==> src/rtl/cpu_pkg.sv <==
// Shared types and constants for the cpu core.
package cpu_pkg;

    typedef logic [31:0] word_t;

    localparam word_t RESET_VECTOR = 32'h0000_0000;
    localparam word_t NOP_INSTR    = 32'h0000_0000;

    typedef struct packed {
        word_t instr;
        word_t pc;
    } fetch_entry_t;

endpackage

==> src/rtl/fetch_queue.sv <==
// Small synchronous FIFO of fetched {instr, pc} entries; flush beats push/pop.
module fetch_queue
    import cpu_pkg::*;
#(
    parameter int unsigned QUEUE_DEPTH = 2,
    localparam int unsigned PtrW = $clog2(QUEUE_DEPTH),
    localparam int unsigned CntW = PtrW + 1
) (
    input  logic            i_clock,
    input  logic            i_reset,
    input  logic            i_push,
    input  fetch_entry_t    i_data,
    input  logic            i_pop,
    input  logic            i_flush,
    output logic [CntW-1:0] o_count,
    output fetch_entry_t    o_head
);

    fetch_entry_t    r_mem [QUEUE_DEPTH];
    logic [PtrW-1:0] r_wptr;
    logic [PtrW-1:0] r_rptr;
    logic [CntW-1:0] r_count;
    logic            w_do_push;
    logic            w_do_pop;

    assign w_do_push = i_push && !i_flush && !i_reset;
    assign w_do_pop  = i_pop && !i_flush && !i_reset;

    always_ff @(posedge i_clock) begin
        if (w_do_push) begin
            r_mem[r_wptr] <= i_data;
        end
    end

    always_ff @(posedge i_clock) begin
        if (i_reset || i_flush) begin
            r_wptr  <= '0;
            r_rptr  <= '0;
            r_count <= '0;
        end else begin
            if (w_do_push) begin
                r_wptr <= r_wptr + 1'b1;
            end
            if (w_do_pop) begin
                r_rptr <= r_rptr + 1'b1;
            end
            case ({w_do_push, w_do_pop})
                2'b10:   r_count <= r_count + 1'b1;
                2'b01:   r_count <= r_count - 1'b1;
                default: r_count <= r_count;
            endcase
        end
    end

    assign o_count = r_count;
    assign o_head  = r_mem[r_rptr];

endmodule

==> src/rtl/fetch_unit.sv <==
// Instruction-fetch front end: owns the PC, issues imem reads, queues words for decode.
module fetch_unit
    import cpu_pkg::*;
#(
    parameter word_t       RESET_PC    = RESET_VECTOR,
    parameter int unsigned QUEUE_DEPTH = 2
) (
    input  logic        clock,
    input  logic        reset,
    output logic        imem_req,
    output logic [31:0] imem_addr,
    input  logic [31:0] imem_rdata,
    input  logic        redirect_valid,
    input  logic [31:0] redirect_pc,
    output logic        instr_valid,
    input  logic        instr_ready,
    output logic [31:0] instr_out,
    output logic [31:0] pc_out,
    output logic [31:0] pc_plus4_out
);

    localparam int unsigned CntW = $clog2(QUEUE_DEPTH) + 1;
    localparam int unsigned OccW = CntW + 1;

    word_t           r_fetch_pc;
    word_t           r_inflight_pc;
    logic            r_inflight;
    word_t           w_fetch_pc_next;
    logic [CntW-1:0] w_count;
    logic [OccW-1:0] w_occ;
    logic            w_pop;
    logic            w_push;
    fetch_entry_t    w_push_entry;
    fetch_entry_t    w_head;
    logic            w_unused_redirect_lsb;

    assign w_unused_redirect_lsb = ^redirect_pc[1:0];

    assign instr_valid = !reset && !redirect_valid && (w_count != '0);
    assign w_pop       = instr_valid && instr_ready;

    // Occupancy once this cycle's pop and the inflight response have landed.
    assign w_occ = OccW'(w_count) + OccW'(r_inflight) - OccW'(w_pop);

    assign imem_req  = !reset && !redirect_valid && (w_occ < OccW'(QUEUE_DEPTH));
    assign imem_addr = reset ? RESET_PC : r_fetch_pc;

    assign w_push       = r_inflight && !redirect_valid && !reset;
    assign w_push_entry = '{instr: imem_rdata, pc: r_inflight_pc};

    always_comb begin
        w_fetch_pc_next = r_fetch_pc;
        if (reset) begin
            w_fetch_pc_next = RESET_PC;
        end else if (redirect_valid) begin
            w_fetch_pc_next = {redirect_pc[31:2], 2'b00};
        end else if (imem_req) begin
            w_fetch_pc_next = r_fetch_pc + 32'd4;
        end
    end

    always_ff @(posedge clock) begin
        r_fetch_pc <= w_fetch_pc_next;
        r_inflight <= imem_req;
        if (imem_req) begin
            r_inflight_pc <= r_fetch_pc;
        end
    end

    fetch_queue #(
        .QUEUE_DEPTH(QUEUE_DEPTH)
    ) u_fetch_queue (
        .i_clock (clock),
        .i_reset (reset),
        .i_push  (w_push),
        .i_data  (w_push_entry),
        .i_pop   (w_pop),
        .i_flush (redirect_valid),
        .o_count (w_count),
        .o_head  (w_head)
    );

    always_comb begin
        instr_out    = reset ? NOP_INSTR : w_head.instr;
        pc_out       = reset ? 32'h0000_0000 : w_head.pc;
        pc_plus4_out = pc_out + 32'd4;
    end

endmodule

==> config.mk <==
export PLATFORM = sky130hd
export DESIGN_NAME = fetch_unit
export DESIGN_NICKNAME = d
export VERILOG_FILES = /design/src/rtl/cpu_pkg.sv /design/src/rtl/fetch_queue.sv /design/src/rtl/fetch_unit.sv
export SDC_FILE = /design/constraint.sdc
export NUM_CORES = 1
export LEC_CHECK = 0
export ABC_AREA = 0
export BUFFER_PORTS_ARGS = -buffer_cell sky130_fd_sc_hd__buf_2
export CORE_MARGIN = 4
export CORE_UTILIZATION = 58
export DETAILED_ROUTE_END_ITERATION = 6
export PLACE_DENSITY = 0.9
export SETUP_SLACK_MARGIN = 0.05
export SKIP_LAST_GASP = 1
export SLEW_MARGIN = 20
export SYNTH_ARGS = -nofsm -noshare
export SYNTH_HDL_FRONTEND = slang
export SYNTH_HIERARCHICAL = 1
export SYNTH_SLANG_ARGS = --single-unit
==> constraint.sdc <==
create_clock -name clock -period 6.45 [get_ports clock]
set_input_delay 0 -clock clock [delete_from_list [all_inputs] [get_ports clock]]
set_output_delay 0 -clock clock [all_outputs]
set_load 0.01 [all_outputs]
Word-level counts from Yosys, hierarchy flattened --
Memory sizes are Yosys's and may differ from the RTL's. A register that Yosys moved wholly into a read port is not among the register bits. Cells that the tools add are included.
Word-level totals: register bits 69, memory bits (writable) 128, input port bits 68, output and inout bits 130, logic and storage cells 46, memories kept 1
Memory list:
- u_fetch_queue.r_mem | depth 2, bits a word 64, rd ports 1, clocked after Yosys merged registers in 1, write ports 1, line fetch_queue.sv:19 | fetch_entry_t r_mem [QUEUE_DEPTH];
Cells by class: add/sub/neg operators 8, order comparisons 1, eq/ne operators 2, multiplexer cells 10, reductions and logical operators 17
Operators by type and width (number):
- $mux W32 | 5
- $add A32 B3 Y32 const B | 2
- $logic_and A1 B1 Y1 | 10
- $reduce_bool A2 Y1 | 3
- $mux W1 | 4
- $pmux W2 S2 | 1
- $add A2 B1 Y3 | 1
- $lt A3 B2 Y1 const B | 1
- $sub A3 B1 Y3 | 1
- $add A1 B1 Y1 const B | 2
- $add A2 B1 Y2 const B | 1
- $eq A2 B1 Y1 const B | 1
- $eq A2 B2 Y1 const B | 1
- $logic_not A1 Y1 | 2
- $reduce_or A2 Y1 | 1
- $sub A2 B1 Y2 const B | 1
- $logic_or A1 B1 Y1 | 1

Depth between registers and ports, before layout --
Gate-level depths: netlist of run 1.
depth after elaboration 9, depth in mapped cells 13, depth with buffers taken out 12

By module --
The synthesis of run 1 kept the hierarchy.
By module, submodules not included:
- fetch_queue | times used 1, cells an instance 221, area an instance 4849.7 um^2, sequential area each 3943.8 um^2
- fetch_unit | times used 1, cells an instance 468, area an instance 4026.4 um^2, sequential area each 1521.5 um^2

Least setup slack after synthesis of run 1 --
OpenSTA, ideal clock, no wires.
path type in2reg, from input port reset, to memory u_fetch_queue/r_mem[0][0] (netlist bit), enable pin, setup time 0.486 ns, arrival time 3.299 ns, data required time 5.964 ns, setup slack 2.665 ns, cell stages on the path 5, buffers on the path 1, cells stage by stage clkbuf_1 nor2_1 and2_1 nand2_1 nor2_1
Between the ends: cells in the longest elaborated chain, start to end 6
RTL lines:
- from (decl) | line fetch_unit.sv:9 | input logic reset,
- $logic_not A1 Y1 | line fetch_unit.sv:48 | assign w_push = r_inflight && !redirect_valid && !reset;
- $logic_and A1 B1 Y1 | line fetch_unit.sv:48
- named net w_push | line fetch_unit.sv:32 | logic w_push;
- $logic_and A1 B1 Y1 (2 in series) | line fetch_queue.sv:26 | assign w_do_push = i_push && !i_flush && !i_reset;
- $mux W1 | line fetch_queue.sv:30 | if (w_do_push) begin
- $mux W1 (not written as such) | line fetch_queue.sv:31 | r_mem[r_wptr] <= i_data;
- to (decl) | line fetch_queue.sv:19
The timed path passes the listed nets, and every way through them passes these cells.

==> results of run 1 <==
## worst reg2reg max path: cells and delay by family, from the launching register on
family | cells | cell delay, ns
buffers and inverters | 3 | 0.83
adder cells (fa/ha/maj) | 2 | 0.70
AND/OR/NAND/NOR | 4 | 0.66
flip-flops | 1 | 0.37
multiplexers | 1 | 0.32
AO/OA/AOI/OAI | 2 | 0.31
XOR/XNOR | 1 | 0.29
## layout make-up
class	instances	area [sq um]
sequential	194	5466
fill	919	3631
multi-input combinational	454	3198
timing repair buffer	260	1624
clock buffer	20	466.7
tap	184	230.2
clock inverter	12	100.1
inverter	10	37.54
## sequential cells by signal, summed over array words and instances (netlist names), named ones only
signal	flops
r_fetch_pc	30
r_inflight	1
r_inflight_pc	30
u_fetch_queue/o_count	2
u_fetch_queue/r_mem	128
u_fetch_queue/r_rptr	1
u_fetch_queue/r_wptr	1
## layout by cell type, fill, tap and decap left out, types with 4 or more instances in the layout
master	instances
a211oi_1	8
a21oi_1	12
a31oi_1	8
and2_1	15
and3_1	5
and4_1	6
buf_2	192
buf_4	7
clkbuf_16	17
clkinv_4	4
conb_1	6
dfxtp_1	35
dlygate4sd3_1	61
edfxtp_1	158
ha_1	4
inv_1	8
mux2_2	65
nand2_1	31
nand3_1	25
nand4_1	14
nor2_1	42
nor2b_1	87
nor3_1	15
nor4_1	11
o21ai_1	5
o22ai_1	6
xnor2_1	25
xor2_1	23
## per-stage QoR
step,area [sq um],instances
2_1_floorplan,8895,694
3_3_place_gp,9946,1041
3_5_place_dp,9946,1041
4_1_cts,11120,1134
5_1_grt,11120,1134
6_report,11120,1134
## worst paths after layout
check | start | endpoint | slack, ns | cells after the start
worst max-delay path | flip-flop | pc_plus4_out[30] | 2.87 | 11
worst min-delay path | redirect_pc[28] | r_fetch_pc[28] | 0.03 | 4
worst max register to register | u_fetch_queue/o_count[1] | r_fetch_pc[5] | 2.89 | 13
worst min register to register | r_inflight_pc[20] | u_fetch_queue/r_mem[0][20] | 0.45 | 0
## per-layer routing
layer	wire [microns]	global-route usage, %	vias to the layer above	share of wire [%]
met5	0	0	-	0
met4	286	7.760	0	1.4
li1	-	-	3014	-
met1	8461	30.74	3030	41
met3	1554	6.116	28	7.5
met2	10290	39.71	301	50
## cells in the mapped netlist, drive strengths merged, types with 2 or more instances
| library cell | count | area (sq um) |
|---|---|---|
| o21ai | 6 | 30.02 |
| inv | 9 | 33.78 |
| nor4 | 14 | 123.9 |
| o211ai | 2 | 15.01 |
| and2 | 15 | 93.84 |
| clkbuf | 20 | 75.07 |
| edfxtp | 158 | 4745 |
| or2 | 4 | 25.03 |
| nand3 | 25 | 125.1 |
| o311ai | 4 | 35.04 |
| nor3 | 15 | 75.07 |
| nand4 | 15 | 100.1 |
| ha | 4 | 50.05 |
| a211oi | 10 | 85.08 |
| mux2 | 66 | 743.2 |
| nand2b | 2 | 12.51 |
| o31a | 2 | 17.52 |
| o22ai | 6 | 37.54 |
| nand2 | 31 | 116.4 |
| or3 | 2 | 12.51 |
| xnor2 | 25 | 219.0 |
| and3 | 6 | 37.54 |
| a21oi | 12 | 60.06 |
| xor2 | 23 | 201.4 |
| a31oi | 8 | 50.05 |
| nor2 | 43 | 161.4 |
| nand4b | 2 | 17.52 |
| and4b | 2 | 20.02 |
| nor2b | 87 | 544.3 |
| dfxtp | 36 | 720.7 |
| and4 | 6 | 52.55 |
| buf | 16 | 127.6 |
## cells by family after synthesis
logic type                 count (synthesis)  share of synthesized area (%)
AOI/OAI and AO/OA                         57                          4.370
xor gates and xnor gates                  48                          4.736
adders and majority gates                  5                         0.7894
buffers and inverters                     46                          2.706
DFF                                      194                          61.57
muxes                                     66                          8.373
other                                      1                        0.04225
and+or+nand+nor                          272                          17.41
## power breakdown
| group | total (uW) | internal, uW | switching [uW] |
|---|---|---|---|
| combinational | 183 | 86.7 | 96.1 |
| clock | 988 | 534 | 454 |
| sequential | 1410 | 1380 | 28.9 |
==> impl_metrics.csv, run 1 <==
group,metric,value,unit
drt,drtPass1Iterations,5,
critical_path,required,6.45,ns
cts,insertion_delay,0.42,ns
power_and_ir_drop,power,2578,uW
cells_and_area,antennaDiodeCount,0,
drt,ant_nets,0,
drt,viasPerCell,5.620,
cts,cts.clk_slew.worst_paths,0.07,ns
cts,h-tree-depth,4,
placement,gp_congestion,0.9320,
critical_path,max_stage_delay,0.64,ns
timing,setup_ws,2.874,ns
synth,synth_edf_count,158,
timing,fin_tns_setup,0,ns
timing,fmax,279.6,MHz
cts,post-cts-setup-buffer-count,0,
global_route,track_usage,23.82,%
run,drv_cap,0,
cts,ctsHoldBuffers,61,
timing,max_slew.worst_pin.slew,1.006,ns
critical_path,cp_slowest_cell,"buf_4",
cts,cts_root_buf,"clkbuf_16",
synth,ys_seq_elements,194,
synth,syn_area,0.008876,sq mm
synth,yosys_warnings,6,
global_route,grt_pass1_wl,33310,microns
floorplan,rows,44,
critical_path,start_kind,"flip-flop",
hold_path,hold_path.class,"in2reg",
synth,ys_seq_area_share,61.57,%
timing,whs,0.02634,ns
critical_path,crit_family,"simple AND/OR/NAND/NOR gates",
placement,pre_cts_slack,2.658,ns
drt,vias,6373,
floorplan,core,0.01475,sq mm
timing,finalCriticalPeriod,3.576,ns
global_route,gr-total-overflow,0,
critical_path,cp-end-kind,"output pin",
synth,synthArstFlopShare,0,%
drt,drt_iter0_drc,462,
synth,synth.distinct_cells,57,
timing,rsz0062_at_grt,"false",
critical_path,cp.arrival,3.58,ns
drt,wl,20590,microns
critical_path,worstSetupPathType,"reg2out",
placement,port_buffers,193,
global_route,grt_pass1_vias,6404,
cells_and_area,synthToLayoutAreaGrowth,25.32,%
synth,avgSynthCellArea,12.88,sq um
cts,cts_resized,0,
floorplan,die_h,131.7,microns
drt,post-route-drc-count,0,
power_and_ir_drop,power.density,231.8,mW/mm^2
critical_path,worstPathCellList,"buf_4 > mux2_2 > nand2b_1 > inv_1 > ha_1 > and4_1 > and3_1 > nand2_1 > nor4_1 > xor2_1 > buf_2",
floorplan,io-pin-count,198,
synth,ys.flop_type,"edfxtp_1",
cells_and_area,final_layout_size_suffix_gt1_share,32.63,%
cts,cts_tree,"done",
cts,clockBufferDepth,2,
power_and_ir_drop,p_leak,0.004231,uW
cts,cts_inserted_buffers,17,
cells_and_area,final_nets,1010,
global_route,grt_max_degree,74,
run_status,status,"complete, no violations",
timing,hold_viol_final,0,
timing,fin_skew,0.008011,ns
critical_path,critPathMaxFanout,64,
global_route,antenna_found_initial,0,
floorplan,die_w,131.7,microns
timing,post-route-period-util,55.44,%
timing,max_slew_margin,32.53,%
power_and_ir_drop,irDropWorstVdd,0.1898,mV
floorplan,initial_core_util,60.16,%
timing,setup_viol,0,
floorplan,dieArea,0.01735,sq mm
synth,synthCells,689,
timing,drv_slew,0,
cts,clock_sinks,194,
cells_and_area,final_util,75.39,%
drt,wl_per_cell,18.16,microns
critical_path,crit_buf_inv,3,
placement,place_hpwl,12860,microns
Note: power is estimated with default switching activity, not from simulation.
==> run 2: changes to the inputs <==
--- a/config.mk
+++ b/config.mk
@@ -8,9 +8,9 @@
 export ABC_AREA = 0
 export BUFFER_PORTS_ARGS = -buffer_cell sky130_fd_sc_hd__buf_2
 export CORE_MARGIN = 4
-export CORE_UTILIZATION = 58
+export CORE_UTILIZATION = 55
 export DETAILED_ROUTE_END_ITERATION = 6
-export PLACE_DENSITY = 0.9
+export PLACE_DENSITY = 0.86
 export SETUP_SLACK_MARGIN = 0.05
 export SKIP_LAST_GASP = 1
 export SLEW_MARGIN = 20
==> constraint.sdc (replaced) <==
create_clock -name clock -period 3.6 [get_ports clock]
set_input_delay 0 -clock clock [delete_from_list [all_inputs] [get_ports clock]]
set_output_delay 0 -clock clock [all_outputs]
set_load 0.01 [all_outputs]
==> impl_metrics.csv, run 2 (synthesized netlist as in run 1, its figures left out) <==
group,metric,value,unit
global_route,antenna_found_initial,0,
floorplan,initial_core_util,56.08,%
critical_path,cp.arrival,3.64,ns
cells_and_area,largest_reg_flops,128,
critical_path,start_kind,"flip-flop",
cells_and_area,final_nets,1016,
cells_and_area,largestRegisters,"u_fetch_queue/r_mem: 128 flops, r_fetch_pc: 30 flops, r_inflight_pc: 30 flops",
drt,drt_iter0_drc,412,
cts,post-cts-setup-buffer-count,0,
timing,post-route-period-util,92.29,%
cts,cts_tree,"done",
cts,clockBufferDepth,2,
cts,h-tree-depth,4,
floorplan,die_w,135.0,microns
floorplan,die_h,135.0,microns
drt,post-route-drc-count,0,
floorplan,core,0.01583,sq mm
power_and_ir_drop,irDropWorstVdd,0.3351,mV
critical_path,critPathMaxFanout,11,
cts,insertion_delay,0.43,ns
global_route,gr-total-overflow,0,
drt,wl,19680,microns
hold_path,hold_path.class,"in2reg",
placement,gp_congestion,0.9167,
cells_and_area,synthToLayoutAreaGrowth,26.39,%
cells_and_area,final_cell_mix,"192 x buf_2, 158 x edfxtp_1, 87 x nor2b_1",
critical_path,max_stage_delay,0.57,ns
power_and_ir_drop,power.density,411.5,mW/mm^2
run_status,status,"complete, no violations",
timing,max_slew_margin,34.43,%
drt,wl_per_cell,16.81,microns
global_route,grt_pass1_vias,6075,
timing,max_slew.worst_pin.slew,0.9775,ns
run,drv_cap,0,
timing,finalCriticalPeriod,3.322,ns
critical_path,cp-end-kind,"flip-flop",
drt,ant_nets,0,
floorplan,rows,46,
floorplan,dieArea,0.01823,sq mm
timing,setup_viol,0,
placement,place_hpwl,13160,microns
placement,dp_cells,1079,
critical_path,cp_common_cell,"nand3_1",
global_route,grt_pass1_wl,30800,microns
global_route,grt_max_degree,74,
critical_path,worstSetupPathType,"reg2reg",
placement,port_buffers,193,
timing,rsz0062_at_grt,"false",
cells_and_area,antennaDiodeCount,0,
floorplan,io-pin-count,198,
critical_path,crit_buf_inv,2,
drt,vias,6294,
timing,fin_skew,0.01069,ns
cts,cts_root_buf,"clkbuf_16",
power_and_ir_drop,p_leak,0.004250,uW
drt,drtPass1Iterations,6,
drt,viasPerCell,5.375,
cells_and_area,final_layout_size_suffix_gt1_share,32.88,%
cells_and_area,largest-register,"u_fetch_queue/r_mem",
cells_and_area,final_util,70.88,%
cells_and_area,final_common_cell,"buf_2",
critical_path,required,3.92,ns
timing,fmax,301.0,MHz
cells_and_area,instances_no_fill,1171,
timing,drv_slew,0,
critical_path,worstPathCellList,"o21a_1 > and2_1 > ha_1 > nand2b_1 > fa_1 > xnor2_2 > nand3_1 > inv_2 > nand3_1 > nand3_1 > o211ai_1 > dlygate4sd3_1",
critical_path,crit_family,"simple AND/OR/NAND/NOR gates",
cts,cts.clk_slew.worst_paths,0.07,ns
cts,cts_inserted_buffers,17,
critical_path,cp_slowest_cell,"dlygate4sd3_1",
global_route,track_usage,21.53,%
timing,fin_tns_setup,0,ns
timing,hold_viol_final,0,
cts,clock_sinks,194,
==> run 2: report_power, final <==
group / internal, uW / switching, uW
clock network: 963 / 804
registers: 2470 / 52.9
logic: 158 / 169
total: 3590 / 1030
==> run 2: final timing paths <==
path                            start                   endpoint  slack (ns)  cells after the start
max          u_fetch_queue/o_count[1]             r_fetch_pc[17]        0.28                     12
min                   redirect_pc[29]             r_fetch_pc[29]        0.02                      4
min reg2reg          r_inflight_pc[4]  u_fetch_queue/r_mem[0][4]        0.44                      0
max reg2reg  u_fetch_queue/o_count[1]             r_fetch_pc[17]        0.28                     12
==> run 2: final cells by class <==
cell class / count / area (sq um)
repair buffers: 266 / 1682
multi-input cells: 454 / 3206
well taps: 216 / 270.3
fillers: 1041 / 4609
clock buffers: 18 / 429.2
inverters: 10 / 37.54
flip-flops and latches: 194 / 5466
clock inverters: 13 / 127.6
==> run 2: timing repair <==
item                                   4_1_cts  5_1_grt
endpoints found under the hold margin       92        0
gates resized for setup                      0        1
setup endpoints to repair                    0        2
hold buffers                                61        0
==> run 2: worst min-delay path: stages <==
cell and delay [ns]:
buf_2 0.07, and2_1 0.14, a31oi_1 0.05, o22ai_1 0.14
==> run 2: routing by layer <==
layer	vias to the layer above	global-route usage (%)	part of all wire [%]
met5	-	0	0
met4	0	8.119	2.2
met3	37	4.769	8.2
met2	294	36.41	49
met1	2950	27.33	40
li1	3013	-	-
==> run 2: through the flow <==
step                hold WS (ns)  cell area, sq um  worst slack (ns)  power (uW)
floorplan                0.07664              8897            0.4154        2709
global placement          0.1874             10040            0.6017        2832
detailed placement        0.1912             10040            0.3834        2839
CTS                    0.0005425             11210            0.2614        4637
global route             0.03605             11220           0.08316        4787
finish                   0.01898             11220            0.2777        4616
==> run 3: changes to the inputs <==
--- a/config.mk
+++ b/config.mk
@@ -8,9 +8,9 @@
 export ABC_AREA = 0
 export BUFFER_PORTS_ARGS = -buffer_cell sky130_fd_sc_hd__buf_2
 export CORE_MARGIN = 4
-export CORE_UTILIZATION = 55
+export CORE_UTILIZATION = 49
 export DETAILED_ROUTE_END_ITERATION = 6
-export PLACE_DENSITY = 0.86
+export PLACE_DENSITY = 0.81
 export SETUP_SLACK_MARGIN = 0.05
 export SKIP_LAST_GASP = 1
 export SLEW_MARGIN = 20
==> constraint.sdc (replaced) <==
create_clock -name clock -period 3 [get_ports clock]
set_input_delay 0 -clock clock [delete_from_list [all_inputs] [get_ports clock]]
set_output_delay 0 -clock clock [all_outputs]
set_load 0.01 [all_outputs]
==> impl_metrics.csv, run 3 (synthesized netlist as in run 1, its figures left out) <==
group,metric,value,unit
drt,viasPerCell,5.323,
cts,cts_root_buf,"clkbuf_16",
floorplan,die_w,142.6,microns
critical_path,cp-end-kind,"output pin",
cells_and_area,final_cell_mix,"192 x buf_2, 158 x edfxtp_1, 87 x nor2b_1",
placement,gp_congestion,0.9379,
power_and_ir_drop,sw_frac_of_total,21.79,%
placement,place_area,0.01015,sq mm
power_and_ir_drop,p_switching,1226,uW
cells_and_area,final_util,65.45,%
hold_path,hold_path.class,"in2reg",
placement,port_buffers,193,
floorplan,io-pin-count,198,
critical_path,critPathMaxFanout,62,
timing,rsz0062_at_grt,"true",
timing,whs,0.03554,ns
cts,cts.clk_slew.worst_paths,0.07,ns
timing,finalCriticalPeriod,2.828,ns
timing,hold_viol_final,0,
power_and_ir_drop,combPwrFrac,7.3,%
drt,drt_iter0_drc,326,
cells_and_area,antennaDiodeCount,0,
critical_path,start_kind,"flip-flop",
timing,drv_slew,0,
floorplan,core,0.01754,sq mm
cells_and_area,instances_no_fill,1189,
cells_and_area,fin_area,0.01148,sq mm
critical_path,cp.arrival,2.83,ns
cts,cts_tree,"done",
run,drv_cap,0,
timing,fin_skew,0.008982,ns
drt,vias,6329,
critical_path,cp_slowest_cell,"dfxtp_2",
drt,ant_nets,0,
power_and_ir_drop,irDropWorstVdd,0.4167,mV
drt,wl_per_cell,17.43,microns
cells_and_area,final_layout_size_suffix_gt1_share,34.85,%
floorplan,dieArea,0.02033,sq mm
drt,wl,20730,microns
floorplan,die_h,142.6,microns
cts,cts_inserted_buffers,17,
cells_and_area,synthToLayoutAreaGrowth,29.31,%
critical_path,crit_family,"simple AND/OR/NAND/NOR gates",
critical_path,worstSetupPathType,"reg2out",
cells_and_area,largest-register,"u_fetch_queue/r_mem",
global_route,grt_max_degree,142,
cells_and_area,final_common_cell,"buf_2",
floorplan,initial_core_util,50.61,%
cells_and_area,largest_reg_flops,128,
placement,place_hpwl,13500,microns
timing,fin_tns_setup,0,ns
global_route,gr-total-overflow,0,
power_and_ir_drop,seq_power_share,53.8,%
timing,post-route-period-util,94.26,%
global_route,grt_pass1_wl,32780,microns
critical_path,crit_buf_inv,2,
placement,dp_cells,1091,
critical_path,max_stage_delay,0.39,ns
timing,max_slew_margin,42.92,%
timing,fmax,353.6,MHz
global_route,track_usage,20.36,%
timing,max_slew.worst_pin.slew,0.8484,ns
run_status,status,"complete, no violations",
global_route,grt_pass1_vias,6322,
critical_path,required,3.00,ns
power_and_ir_drop,p_int,4399,uW
power_and_ir_drop,p_leak,0.004315,uW
floorplan,rows,48,
timing,setup_viol,0,
cts,clock_sinks,194,
cts,insertion_delay,0.42,ns
drt,post-route-drc-count,0,
power_and_ir_drop,power.density,490.1,mW/mm^2
cells_and_area,final_nets,1024,
cells_and_area,nFillCells,1284,
critical_path,worstPathCellList,"buf_16 > mux2_2 > and4b_1 > and4_1 > nand4_1 > nor3_1 > xor2_1 > buf_2",
cells_and_area,largestRegisters,"u_fetch_queue/r_mem: 128 flops, r_fetch_pc: 30 flops, r_inflight_pc: 30 flops",
drt,drtPass1Iterations,5,
cts,clockBufferDepth,2,
global_route,antenna_found_initial,0,
power_and_ir_drop,pwr-share-clk,38.8,%
cts,h-tree-depth,4,
[run 3: worst reg2reg max path: cells and delay by family (launching register included)]
family,cells,cell delay (ns)
flops,1,0.35
simple gates,4,0.90
fa+ha+maj,2,0.66
compound gates,2,0.37
buf+inv,1,0.22
xor+xnor,1,0.24
[run 3: worst paths after layout]
check,slack [ns],from,to,depth (start not counted)
min reg2reg,0.44,r_inflight_pc[12],u_fetch_queue/r_mem[1][12],0
min,0.04,redirect_pc[29],r_fetch_pc[29],4
max,0.17,flip-flop,pc_plus4_out[31],8
max reg2reg,0.19,u_fetch_queue/o_count[0],r_fetch_pc[11],10
[run 3: power by group through the flow]
stage          Sequential [uW]  Clock (uW)  Combinational, uW
2_1_floorplan             3060           0                199
3_3_place_gp              3080           0                328
3_5_place_dp              3090           0                337
4_1_cts                   3030        2240                397
5_1_grt                   3030        2360                450
6_report                  3030        2180                412
[run 3: area by class of cell]
cell class	count	area (sq um)	share of cell area, %
clock buffers	21	440.4	3.837
clock inverters	11	131.4	1.145
inverters	10	53.80	0.4688
multi-input cells	454	3304	28.79
flip-flops and latches	194	5466	47.63
well taps	225	281.5	2.453
repair buffers	272	1782	15.52
repair inverters	2	17.52	0.1526
[run 3: metrics by stage]
stage               setup WS [ns]  total power, uW
finish                     0.1723             5625
global route             -0.03687             5848
CTS                       0.09603             5662
detailed placement        0.07965             3422
global placement           0.1676             3411
floorplan                 0.09801             3256
[run 3: timing repair]
action / 4_1_cts / 5_1_grt
setup buffers: 0 / 5
hold endpoints to repair: 92 / 0
pin swaps: 0 / 5
hold buffers: 60 / 0
endpoints found under the setup margin: 2 / 21
gates resized for setup: 1 / 24
cloned: 0 / 2
[run 3: layer usage]
metal | global-route usage [%] | vias up | part of all wire [%]
met2 | 34.52 | 243 | 50
met3 | 4.167 | 27 | 7.1
met1 | 26.46 | 3019 | 41
met5 | 0 | - | 0
met4 | 6.203 | 0 | 1.7
li1 | - | 3040 | -
